--- src/rtl/bsg_manycore_mem_responder.sv ---
`default_nettype none
// ============================================================================
// Module   : bsg_manycore_mem_responder
// Brief    : Remote-memory responder. Runs decoded load/store requests on a
//            local 1-cycle SRAM and returns exactly one packet per request.
//            Optional macro BSG_MANYCORE_RESPONDER_LR_EN adds a load-reserve
//            tracker.
// Revision : 1.0
// ============================================================================
module bsg_manycore_mem_responder #(
    parameter int x_cord_width_p    = 4,
    parameter int y_cord_width_p    = 4,
    parameter int data_width_p      = 32,
    parameter int addr_width_p      = 10,
    parameter int mem_size_p        = 48,
    parameter int mem_addr_width_lp = $clog2(mem_size_p)
) (
    input  logic                          clk_i,
    input  logic                          reset_i,

    input  logic                          in_v_i,
    output logic                          in_yumi_o,
    input  logic                          in_we_i,
    input  logic [addr_width_p-1:0]       in_addr_i,
    input  logic [data_width_p-1:0]       in_data_i,
    input  logic [data_width_p/8-1:0]     in_mask_i,
    input  logic [x_cord_width_p-1:0]     in_src_x_i,
    input  logic [y_cord_width_p-1:0]     in_src_y_i,

    output logic                          mem_v_o,
    output logic                          mem_w_o,
    output logic [mem_addr_width_lp-1:0]  mem_addr_o,
    output logic [data_width_p-1:0]       mem_data_o,
    output logic [data_width_p/8-1:0]     mem_mask_o,
    input  logic [data_width_p-1:0]       mem_data_i,

    output logic                          returning_v_o,
    input  logic                          returning_ready_i,
    output logic                          returning_load_o,
    output logic                          returning_err_o,
    output logic [data_width_p-1:0]       returning_data_o,
    output logic [x_cord_width_p-1:0]     returning_x_o,
    output logic [y_cord_width_p-1:0]     returning_y_o
`ifdef BSG_MANYCORE_RESPONDER_LR_EN
    ,
    input  logic                          reserve_v_i,
    input  logic [mem_addr_width_lp-1:0]  reserve_addr_i,
    output logic                          reservation_o
`endif
);

    localparam logic [mem_addr_width_lp:0] c_mem_size = mem_size_p[mem_addr_width_lp:0];

    typedef struct packed {
        logic                      load;
        logic                      err;
        logic [data_width_p-1:0]   data;
        logic [x_cord_width_p-1:0] x;
        logic [y_cord_width_p-1:0] y;
    } ret_s;

    // ---------------- range check ----------------
    logic                         w_hi_err;
    logic [mem_addr_width_lp-1:0] w_lo_idx;
    logic                         w_err;

    generate
        if (addr_width_p > mem_addr_width_lp) begin : g_hi_bits
            assign w_hi_err = |in_addr_i[addr_width_p-1:mem_addr_width_lp];
        end else begin : g_no_hi_bits
            assign w_hi_err = 1'b0;
        end
    endgenerate

    assign w_lo_idx = in_addr_i[mem_addr_width_lp-1:0];
    assign w_err    = w_hi_err | ({1'b0, w_lo_idx} >= c_mem_size);

    // ---------------- state ----------------
    logic                      s1_v_q;
    logic                      s1_we_q;
    logic                      s1_err_q;
    logic [x_cord_width_p-1:0] s1_x_q;
    logic [y_cord_width_p-1:0] s1_y_q;

    ret_s       fifo_q [2];
    logic       rd_ptr_q;
    logic       wr_ptr_q;
    logic [1:0] count_q;
    logic [1:0] count_d;

    logic       w_drain;
    logic [2:0] w_occ;
    ret_s       w_enq;
    ret_s       w_head;

    assign returning_v_o = (count_q != 2'd0);
    assign w_drain       = returning_v_o & returning_ready_i;

    // Occupancy counts every request that still owes a return, net of this
    // cycle's drain, so S1 always finds a free FIFO slot next cycle.
    assign w_occ     = {1'b0, count_q} + {2'b00, s1_v_q} - {2'b00, w_drain};
    assign in_yumi_o = in_v_i & ~reset_i & (w_occ < 3'd2);

    assign mem_v_o    = in_yumi_o & ~w_err;
    assign mem_w_o    = in_we_i;
    assign mem_addr_o = w_lo_idx;
    assign mem_data_o = in_data_i;
    assign mem_mask_o = in_mask_i;

    always_comb begin
        w_enq      = '0;
        w_enq.load = ~s1_we_q;
        w_enq.err  = s1_err_q;
        w_enq.data = (s1_we_q | s1_err_q) ? '0 : mem_data_i;
        w_enq.x    = s1_x_q;
        w_enq.y    = s1_y_q;
    end

    assign count_d = count_q + {1'b0, s1_v_q} - {1'b0, w_drain};

    always_ff @(posedge clk_i) begin
        if (reset_i) begin
            s1_v_q   <= 1'b0;
            count_q  <= 2'd0;
            rd_ptr_q <= 1'b0;
            wr_ptr_q <= 1'b0;
        end else begin
            s1_v_q  <= in_yumi_o;
            count_q <= count_d;
            if (s1_v_q) begin
                wr_ptr_q <= ~wr_ptr_q;
            end
            if (w_drain) begin
                rd_ptr_q <= ~rd_ptr_q;
            end
        end
    end

    // Datapath registers carry no reset; the valid bits qualify them.
    always_ff @(posedge clk_i) begin
        if (in_yumi_o) begin
            s1_we_q  <= in_we_i;
            s1_err_q <= w_err;
            s1_x_q   <= in_src_x_i;
            s1_y_q   <= in_src_y_i;
        end
        if (s1_v_q) begin
            fifo_q[wr_ptr_q] <= w_enq;
        end
    end

    assign w_head           = fifo_q[rd_ptr_q];
    assign returning_load_o = w_head.load;
    assign returning_err_o  = w_head.err;
    assign returning_data_o = w_head.data;
    assign returning_x_o    = w_head.x;
    assign returning_y_o    = w_head.y;

`ifdef BSG_MANYCORE_RESPONDER_LR_EN
    logic                         reservation_q;
    logic [mem_addr_width_lp-1:0] reserve_addr_q;
    logic                         w_resv_clear;

    assign w_resv_clear = in_yumi_o & in_we_i & ~w_err & (w_lo_idx == reserve_addr_q);

    // A new reservation takes priority over a clearing store in the same cycle.
    always_ff @(posedge clk_i) begin
        if (reset_i) begin
            reservation_q <= 1'b0;
        end else if (reserve_v_i) begin
            reservation_q  <= 1'b1;
            reserve_addr_q <= reserve_addr_i;
        end else if (w_resv_clear) begin
            reservation_q <= 1'b0;
        end
    end

    assign reservation_o = reservation_q;
`endif

endmodule
`default_nettype wire

--- config.mk ---
export PLATFORM = sky130hd
export DESIGN_NAME = bsg_manycore_mem_responder
export DESIGN_NICKNAME = d
export VERILOG_FILES = /design/src/rtl/bsg_manycore_mem_responder.sv
export SDC_FILE = /design/constraint.sdc
export NUM_CORES = 1
export LEC_CHECK = 0
export BUFFER_PORTS_ARGS = -buffer_cell sky130_fd_sc_hd__buf_4
export CAP_MARGIN = 20
export CORE_MARGIN = 2
export CORE_UTILIZATION = 45
export DETAILED_ROUTE_END_ITERATION = 7
export PLACE_DENSITY = 0.76
export SETUP_SLACK_MARGIN = 0.2
export SYNTH_ARGS = -nofsm -noshare
export SYNTH_HDL_FRONTEND = slang
export SYNTH_SLANG_ARGS = --single-unit
--- constraint.sdc ---
create_clock -name clk_i -period 7.3 [get_ports clk_i]
set_clock_uncertainty 0.05 [all_clocks]
set_input_delay 0.73 -clock clk_i [delete_from_list [all_inputs] [get_ports clk_i]]
set_output_delay 0.73 -clock clk_i [all_outputs]
set_load 0.02 [all_outputs]
Word-level counts from Yosys, hierarchy flattened
Memories as Yosys holds them, arrays and structs flattened. A register that Yosys moved wholly into a read port is not among the register bits.
Index checks and enable logic that the tools add are counted.
{"block": "word_totals", "register_bits": 15, "ramBits": 84, "inputBits": 91, "out_inout_bits": 88, "wordCells": 33, "n_memories": 1}
{"memory": "fifo_q", "depth": 2, "word_bits": 42, "rd": 1, "rd_ports_with_merged_regs": 1, "write_ports": 1, "line": "85", "source": "ret_s fifo_q [2];"}
{"block": "classes", "addsub": 4, "n_lt_le_gt_ge": 2, "mux": 5, "n_bitwise": 11, "reduce_logical": 2}
{"operator": "32-bit two-way mux", "count": 1}
{"operator": "6-bit greater-or-equal comparator (second input constant)", "count": 1}
{"operator": "1-bit inverter", "count": 5}
{"operator": "1-bit bitwise AND", "count": 4}
{"operator": "1-bit two-way mux", "count": 4}
{"operator": "4-bit OR reduction", "count": 1}
{"operator": "2-bit by 1-bit adder with 3-bit output", "count": 1}
{"operator": "3-bit by 2-bit < comparator with 1-bit output (second input constant)", "count": 1}
{"operator": "3-bit by 1-bit subtractor with 3-bit output", "count": 1}
{"operator": "2-bit by 1-bit adder with 2-bit output", "count": 1}
{"operator": "1-bit OR", "count": 2}
{"operator": "2-bit nonzero test", "count": 1}
{"operator": "2-bit by 1-bit subtractor with 2-bit output", "count": 1}

Depth between registers and ports, before layout
Gate-level depths: netlist of the first run.
{"block": "logic_depth", "word_depth": 6, "mapped_depth": 8, "ltp_nobuf": 8}

Least setup slack after synthesis of the first run
Ideal clock, no wire load.
{"block": "synth_path", "path_kind": "input to output", "from": "input port returning_ready_i", "to": "output port mem_v_o", "arrival_time_ns": 3.278, "required_time_ns": 6.520, "setup_slack_ns": 3.242, "cell_stages": 8, "cell_sequence": "o21a_2 -> ha_1 -> inv_1 -> ha_1 -> fa_1 -> xnor2_1 -> nor4b_2 -> and3_1"}
{"block": "synth_between", "elab_chain_cells": 5}
{"item": "start: declaration", "line": "38", "source": "input logic returning_ready_i,"}
{"item": "1-bit bitwise AND", "line": "97", "source": "assign w_drain = returning_v_o & returning_ready_i;"}
{"item": "3-bit by 1-bit subtractor with 3-bit output", "line": "101", "source": "assign w_occ = {1'b0, count_q} + {2'b00, s1_v_q} - {2'b00, w_drain};"}
{"item": "3-bit by 2-bit < comparator with 1-bit output", "line": "102", "source": "assign in_yumi_o = in_v_i & ~reset_i & (w_occ < 3'd2);"}
{"item": "1-bit bitwise AND", "line": "102"}
{"item": "net in_yumi_o", "line": "22", "source": "output logic in_yumi_o,"}
{"item": "1-bit bitwise AND", "line": "104", "source": "assign mem_v_o = in_yumi_o & ~w_err;"}
{"item": "end: declaration", "line": "30", "source": "output logic mem_v_o,"}
The timed path passes the listed nets, and every way through them passes these cells.

Worst setup path in the final report of the first run
{"block": "layout_path", "from": "input port returning_ready_i", "to": "output port mem_v_o"}
{"block": "layout_between", "elab_chain_cells": 5}
{"item": "1-bit bitwise AND", "line": "97"}
{"item": "net w_drain", "line": "91", "source": "logic w_drain;"}
{"item": "3-bit by 1-bit subtractor with 3-bit output", "line": "101"}
{"item": "3-bit by 2-bit < comparator with 1-bit output", "line": "102"}
{"item": "1-bit bitwise AND", "line": "102"}
{"item": "1-bit bitwise AND", "line": "104"}
The timed path passes the listed nets, and every way through them passes these cells.

==> results of run 1 <==
-- state kept, by name, summed over array words and instances (netlist names), named ones only --
| register | count |
|---|---|
| s1_v_q | 1 |
| s1_err_q | 1 |
| wr_ptr_q | 1 |
| count_q | 2 |
| s1_x_q | 4 |
| s1_y_q | 4 |
| rd_ptr_q | 1 |
| s1_we_q | 1 |
| fifo_q | 84 |
-- critical path, stage by stage --
cell	delay (ns)
buf_4	0.11
o21a_2	0.12
ha_1	0.28
inv_1	0.05
ha_1	0.19
fa_1	0.40
xnor2_1	0.17
nor4b_2	0.21
buf_4	0.24
and3_1	0.18
buf_4	0.14
-- cell type report --
| cell class | count | area (sq um) | share of cell area, % |
|---|---|---|---|
| flip-flops and latches | 100 | 2940 | 60.1 |
| multi-input cells | 96 | 852 | 17.4 |
| repair buffers | 101 | 766 | 15.6 |
| well taps | 111 | 139 | 2.84 |
| clock buffers | 9 | 124 | 2.53 |
| clock inverters | 7 | 51.3 | 1.05 |
| inverters | 5 | 18.8 | 0.383 |
-- worst max path at each step --
| stage | from | to | slack, ns | cells after the start |
|---|---|---|---|---|
| 2_1_floorplan | returning_ready_i | mem_v_o | 3.24 | 8 |
| 3_3_place_gp | returning_ready_i | mem_v_o | 3.77 | 11 |
| 3_5_place_dp | returning_ready_i | mem_v_o | 3.68 | 11 |
| 4_1_cts | returning_ready_i | mem_v_o | 3.68 | 11 |
| 5_1_grt | returning_ready_i | mem_v_o | 3.60 | 11 |
| 6_report | returning_ready_i | mem_v_o | 3.71 | 11 |
-- per-layer routing --
layer	track usage, %	up-vias
met5	0	-
met4	6.85	0
met3	3.76	30
met2	25.4	93
met1	16.2	1030
li1	-	982
-- layout by cell type (no fill, tap or decap), drive strengths merged, types with 3 or more instances in the layout --
master / n
and2: 33
buf: 101
clkbuf: 9
clkinv: 3
dfxtp: 6
edfxtp: 94
inv: 7
mux2: 42
nand2: 3
nor2: 4
nor2b: 3
xnor2: 3
-- cells by family (layout without fill, tap and decap cells) --
group	Yosys count	after routing	synth area share (%)
adders and majority gates	3	3	1.08
buffers and inverters	56	122	9.08
and+or+nand+nor	47	47	6.92
xor gates and xnor gates	3	3	0.632
DFF	100	100	70.7
AOI/OAI and AO/OA	1	1	0.211
muxes	42	42	11.4
-- power groups by stage --
stage	clock network (uW)	registers (uW)	logic [uW]
floorplan	0	791	368
global placement	0	824	530
detailed placement	0	831	538
CTS	328	818	541
global route	350	828	566
finish	319	814	531
-- stage by stage --
stage          power, uW  std cells  setup slack (ns)  area (sq um)  hold slack (ns)
4_1_cts             1690        429              3.68          4890            0.404
2_1_floorplan       1160        252              3.24          4160            0.371
3_5_place_dp        1370        413              3.68          4720            0.382
3_3_place_gp        1350        412              3.77          4700            0.372
5_1_grt             1740        429              3.60          4890            0.407
6_report            1660        429              3.71          4890            0.395
==> out/results.tsv, run 1 <==
stage	metric	value	unit
setup_path	worst-setup-path-type	in2out	
worst_hold_path	min_to	fifo_q[0][2]$_DFFE_PP_	
power	internal-power	1130	uW
floorplan	ios	179	
floorplan	die_w	100	um
power	pwr-share-comb	31.9	%
synthesis	yosys_warnings	0	
synthesis	seq_area_frac_synth	70.7	%
drt	wl_met3	561	um
synthesis	synth_edf_count	94	
worst_hold_path	hold_class	reg2reg	
grt	grt_max_degree	43	
cts	ctsHoldBuffers	0	
setup_path	cp.required	6.52	ns
cts	clk_transition_reported_paths	0.10	ns
drt	post_drt_wl_per_cell	17.1	um
drt	wirelength	7340	um
setup_path	rr_endpoint	s1_x_q[1]$_DFFE_PP_	
drt	drt_pass1_iterations	4	
timing	slew-limit-headroom	28.7	%
synthesis	synth_top_area_share	67.8	%
drt	vias	2135	
power	ir_drop	0.130	mV
synthesis	postSynthCellCount	252	
setup_path	worstSetupStartpointType	primary input	
placement	gp_congestion	0.673	
grt	grt_pass1_wl	10900	um
synthesis	synth_area_leaders	edfxtp_1 (68%), mux2_1 (11%), buf_4 (7.8%)	
timing	grt_setup_unrepaired	false	
cells_and_area	drive_gt1_share	38.7	%
synthesis	synth.top_cells.by_count	edfxtp_1 (94), buf_4 (43), mux2_1 (40), and2_1 (33), dfxtp_1 (6)	
status	run_status	finished, final reports clean	
drt	routed.top_layer	met4	
floorplan	row_count	35	
synthesis	synth_area	4160	sq um
setup_path	r2r_slack	4.84	ns
placement	dp_hpwl	4700	um
worst_hold_path	hold_depth	0	
floorplan	start_util	45.7	%
synthesis	synth_fp_nets	346	
timing	fin_tns_setup	0	ns
setup_path	path_max_fanout	12	
synthesis	ys_dominant_reg_cell	edfxtp_1	
drt	first_iter_violations	69	
cts	cts-resized-gates	0	
synthesis	yosysUniqueCellTypes	20	
floorplan	die_y	100	um
timing	min_period	3.59	ns
synthesis	avgSynthCellArea	16.5	sq um
cts	numCtsBuffers	9	
cts	cts_tree	built	
setup_path	worstReg2RegStart	count_q[1]$_SDFF_PP0_	
timing	fin_crit_sh	49.2	%
drt	via_per_inst	4.98	
power	power_density	340	nW/um^2
timing	setup_viol	0	
timing	slew_violations	0	
grt	antenna_found_initial	0	
cts	cts.sinks	100	
cts	cts-root-buf	clkbuf_8	
cells_and_area	area_growth	17.6	%
cts	clock_latency	0.35	ns
grt	track_usage	14.4	%
synthesis	ys_ff_latch	100	
job	drv_cap	0	
timing	finalHoldViolations	0	
power	pwr-share-clk	19.2	%
timing	max_freq	0.278	GHz
synthesis	synth-async-reset-ratio	0	%
setup_path	worst_r2r_path_depth	8	
power	power.leakage	0.00185	uW
synthesis	synth_top_cell_by_area	edfxtp_1	
floorplan	core	9110	sq um
drt	ant_nets	0	
placement	port_buffers	98	
setup_path	crit_path_end_kind	output port	
worst_hold_path	min_from	s1_y_q[2]$_DFFE_PP_	
cells_and_area	finalNetCount	407	
power	p_sw	537	uW
cts	cts_max_path_buffers	2	
cells_and_area	n_antenna_cell	0	
power	switching_share	32.3	%
cts	cts_setup_buffers	0	
drt	met1Wirelength	2860	um
synthesis	synth_most_common_cell	edfxtp_1	
setup_path	cp.arrival	2.81	ns
cts	cts-htree-levels	3	
power	power_frac_seq	48.9	%
timing	worst_pin_slew	1.07	ns
drt	drc_errors	0	
grt	grt_pass1_vias	2228	
floorplan	dieArea	10000	sq um
cells_and_area	fillers	722	
cells_and_area	final_core_util	53.7	%
drt	met2WireLength	3740	um
grt	overflow	0	
(Power assumes the default switching activity.)
==> run 2, diff against run 1 <==
==> constraint.sdc (replaced) <==
create_clock -name clk_i -period 3.5 [get_ports clk_i]
set_clock_uncertainty 0.05 [all_clocks]
set_input_delay 0.35 -clock clk_i [delete_from_list [all_inputs] [get_ports clk_i]]
set_output_delay 0.35 -clock clk_i [all_outputs]
set_load 0.02 [all_outputs]
==> run 2 against run 1 <==
  * Via count is 0.80% lower
  * Sequential share of layout area is 0.86 points lower
  * Cell count is 0.47% higher
  * Count of clock-buffer cells in the layout is 1 higher
  * Critical path depth is 2 lower
  * Core utilization is 0.78 points higher
  * Setup slack worse by 3.3 ns
  * Highest routed layer unchanged
  * Largest power group unchanged
  * Critical path type is now reg2out
  * Cell area is 1.5% higher
==> out/results.tsv, run 2 (same netlist as run 1, synthesis figures left out) <==
stage	metric	value	unit	change
status	run_status	finished, final reports clean		
setup_path	worst-setup-path-type	reg2out		
grt	grt_pass1_wl	11000	um	+0.70%
timing	worst_pin_slew	0.809	ns	-0.260 ns
cells_and_area	final_cells	431		+0.47%
cells_and_area	n_antenna_cell	0		unchanged
setup_path	cpPeakStageDelay	0.38	ns	-0.02 ns
cts	numCtsBuffers	9		unchanged
drt	post_drt_wl_per_cell	17.1	um	about the same
power	ir_drop	0.216	mV	+66%
timing	min_period	3.08	ns	
drt	ant_nets	0		unchanged
floorplan	die_w	100	um	unchanged
floorplan	start_util	45.7	%	unchanged
setup_path	worstSetupStartpointType	flop		
setup_path	slowest_stage	fa_1		
timing	finalHoldViolations	0		unchanged
cts	cts.sinks	100		unchanged
power	power.leakage	0.00189	uW	+2.2%
worst_hold_path	hold_class	in2reg		
power	power_density	719	nW/um^2	+110%
cells_and_area	drive_gt1_share	39.4	%	+0.70 points
grt	grt_max_degree	43		unchanged
cts	cts_max_path_buffers	2		unchanged
floorplan	row_count	35		unchanged
setup_path	crit_chain	o21a_2 > ha_1 > inv_1 > ha_1 > fa_1 > xnor2_1 > nor4b_4 > buf_4 > buf_4		
placement	gp_congestion	0.704		+4.6%
cells_and_area	largest-register	fifo_q		
timing	slew-limit-headroom	45.9	%	+17 points
timing	fin_crit_sh	87.9	%	
drt	vias	2118		-0.80%
power	design_power_total	3570	uW	+110%
drt	drc_errors	0		unchanged
drt	first_iter_violations	68		-1.4%
cells_and_area	area_growth	19.3	%	
grt	overflow	0		unchanged
cts	ctsHoldBuffers	0		unchanged
setup_path	cp.arrival	2.68	ns	-0.13 ns
setup_path	cp.required	3.10	ns	-3.42 ns
setup_path	path_max_fanout	11		-1
worst_hold_path	min_from	in_src_x_i[2]		
placement	place_inst	412		-0.24%
cells_and_area	largest_reg_flops	84		unchanged
grt	grt_pass1_vias	2217		-0.49%
cts	cts_tree	built		
setup_path	crit_path_end_kind	output port		
timing	setup_viol	0		unchanged
grt	antenna_found_initial	0		unchanged
floorplan	ios	179		unchanged
drt	drt_pass1_iterations	4		unchanged
floorplan	dieArea	10000	sq um	unchanged
cts	cts-root-buf	clkbuf_8		
job	drv_cap	0		unchanged
timing	slew_violations	0		unchanged
cts	cts-resized-gates	0		unchanged
timing	setup_ws	0.422	ns	-3.29 ns
setup_path	startpoint	count_q[1]$_SDFF_PP0_		
drt	wirelength	7370	um	+0.37%
cts	cts_setup_buffers	0		unchanged
setup_path	worstReg2RegStart	count_q[1]$_SDFF_PP0_		
cts	clock_latency	0.36	ns	about the same
cells_and_area	largest_registers	fifo_q: 84 flops, s1_x_q: 4 flops, s1_y_q: 4 flops		
placement	port_buffers	98		unchanged
cells_and_area	final_cell_mix	buf_4 (100), edfxtp_1 (94), mux2_1 (40)		
cts	cts-htree-levels	3		unchanged
placement	dp_hpwl	4860	um	+3.5%
timing	max_freq	0.325	GHz	
cts	clk_transition_reported_paths	0.10	ns	about the same
floorplan	core	9110	sq um	unchanged
cells_and_area	layout_commonest_cell	buf_4		
timing	fin_tns_setup	0	ns	unchanged
timing	grt_setup_unrepaired	false		
floorplan	die_y	100	um	unchanged
placement	pre_cts_ws	0.746	ns	-2.93 ns
cells_and_area	finalNetCount	409		+0.49%
grt	track_usage	14.7	%	+0.36 points
drt	via_per_inst	4.91		-1.3%
-- run 2: path summary, 6_finish.rpt --
kind	slack (ns)	depth (start not counted)	endpoint
worst max-delay path	0.42	9	in_yumi_o
worst min-delay path	0.12	1	s1_x_q[2]$_DFFE_PP_
worst max register to register	0.99	8	s1_err_q$_DFFE_PP_
worst min register to register	0.40	0	fifo_q[0][2]$_DFFE_PP_
-- run 2: report_power, final --
part	total [uW]	internal [uW]	leakage, uW	switching, uW
sequential	1650	1580	0.000921	75.3
combinational	1190	533	0.000866	657
clock	728	339	0.000102	389
total	3570	2450	0.00189	1120
-- run 2: cell type report --
type                       instances  area (sq um)
fill                             759          4140
sequential                       100          2940
multi-input combinational         96           861
timing repair buffer             103           806
tap                              111           139
clock buffer                      10           128
clock inverter                     6          70.1
inverter                           5          18.8
-- run 2: through the flow --
stage | util, % | hold slack [ns] | instance area (sq um)
2_1_floorplan | - | 0.371 | 4170
3_3_place_gp | 51.7 | 0.374 | 4710
3_5_place_dp | 51.7 | 0.386 | 4710
4_1_cts | 53.9 | 0.101 | 4910
5_1_grt | 54.5 | 0.0854 | 4970
6_report | 54.5 | 0.115 | 4970
-- run 2: critical path, delay by kind of cell (launching register included) --
| family | cells | cell delay [ns] |
|---|---|---|
| buffers and inverters | 3 | 0.46 |
| adder cells (fa/ha/maj) | 3 | 0.84 |
| flip-flops | 1 | 0.35 |
| AO/OA/AOI/OAI | 1 | 0.24 |
| XOR/XNOR | 1 | 0.18 |
| AND/OR/NAND/NOR | 1 | 0.24 |
-- run 2: metal layers --
metal,share of wire [%],global-route usage (%),vias to the layer above
li1,-,-,983
met1,39,16.7,1004
met2,50,25.1,97
met3,8.1,4.60,34
met4,2.8,7.48,0
met5,0,0,-
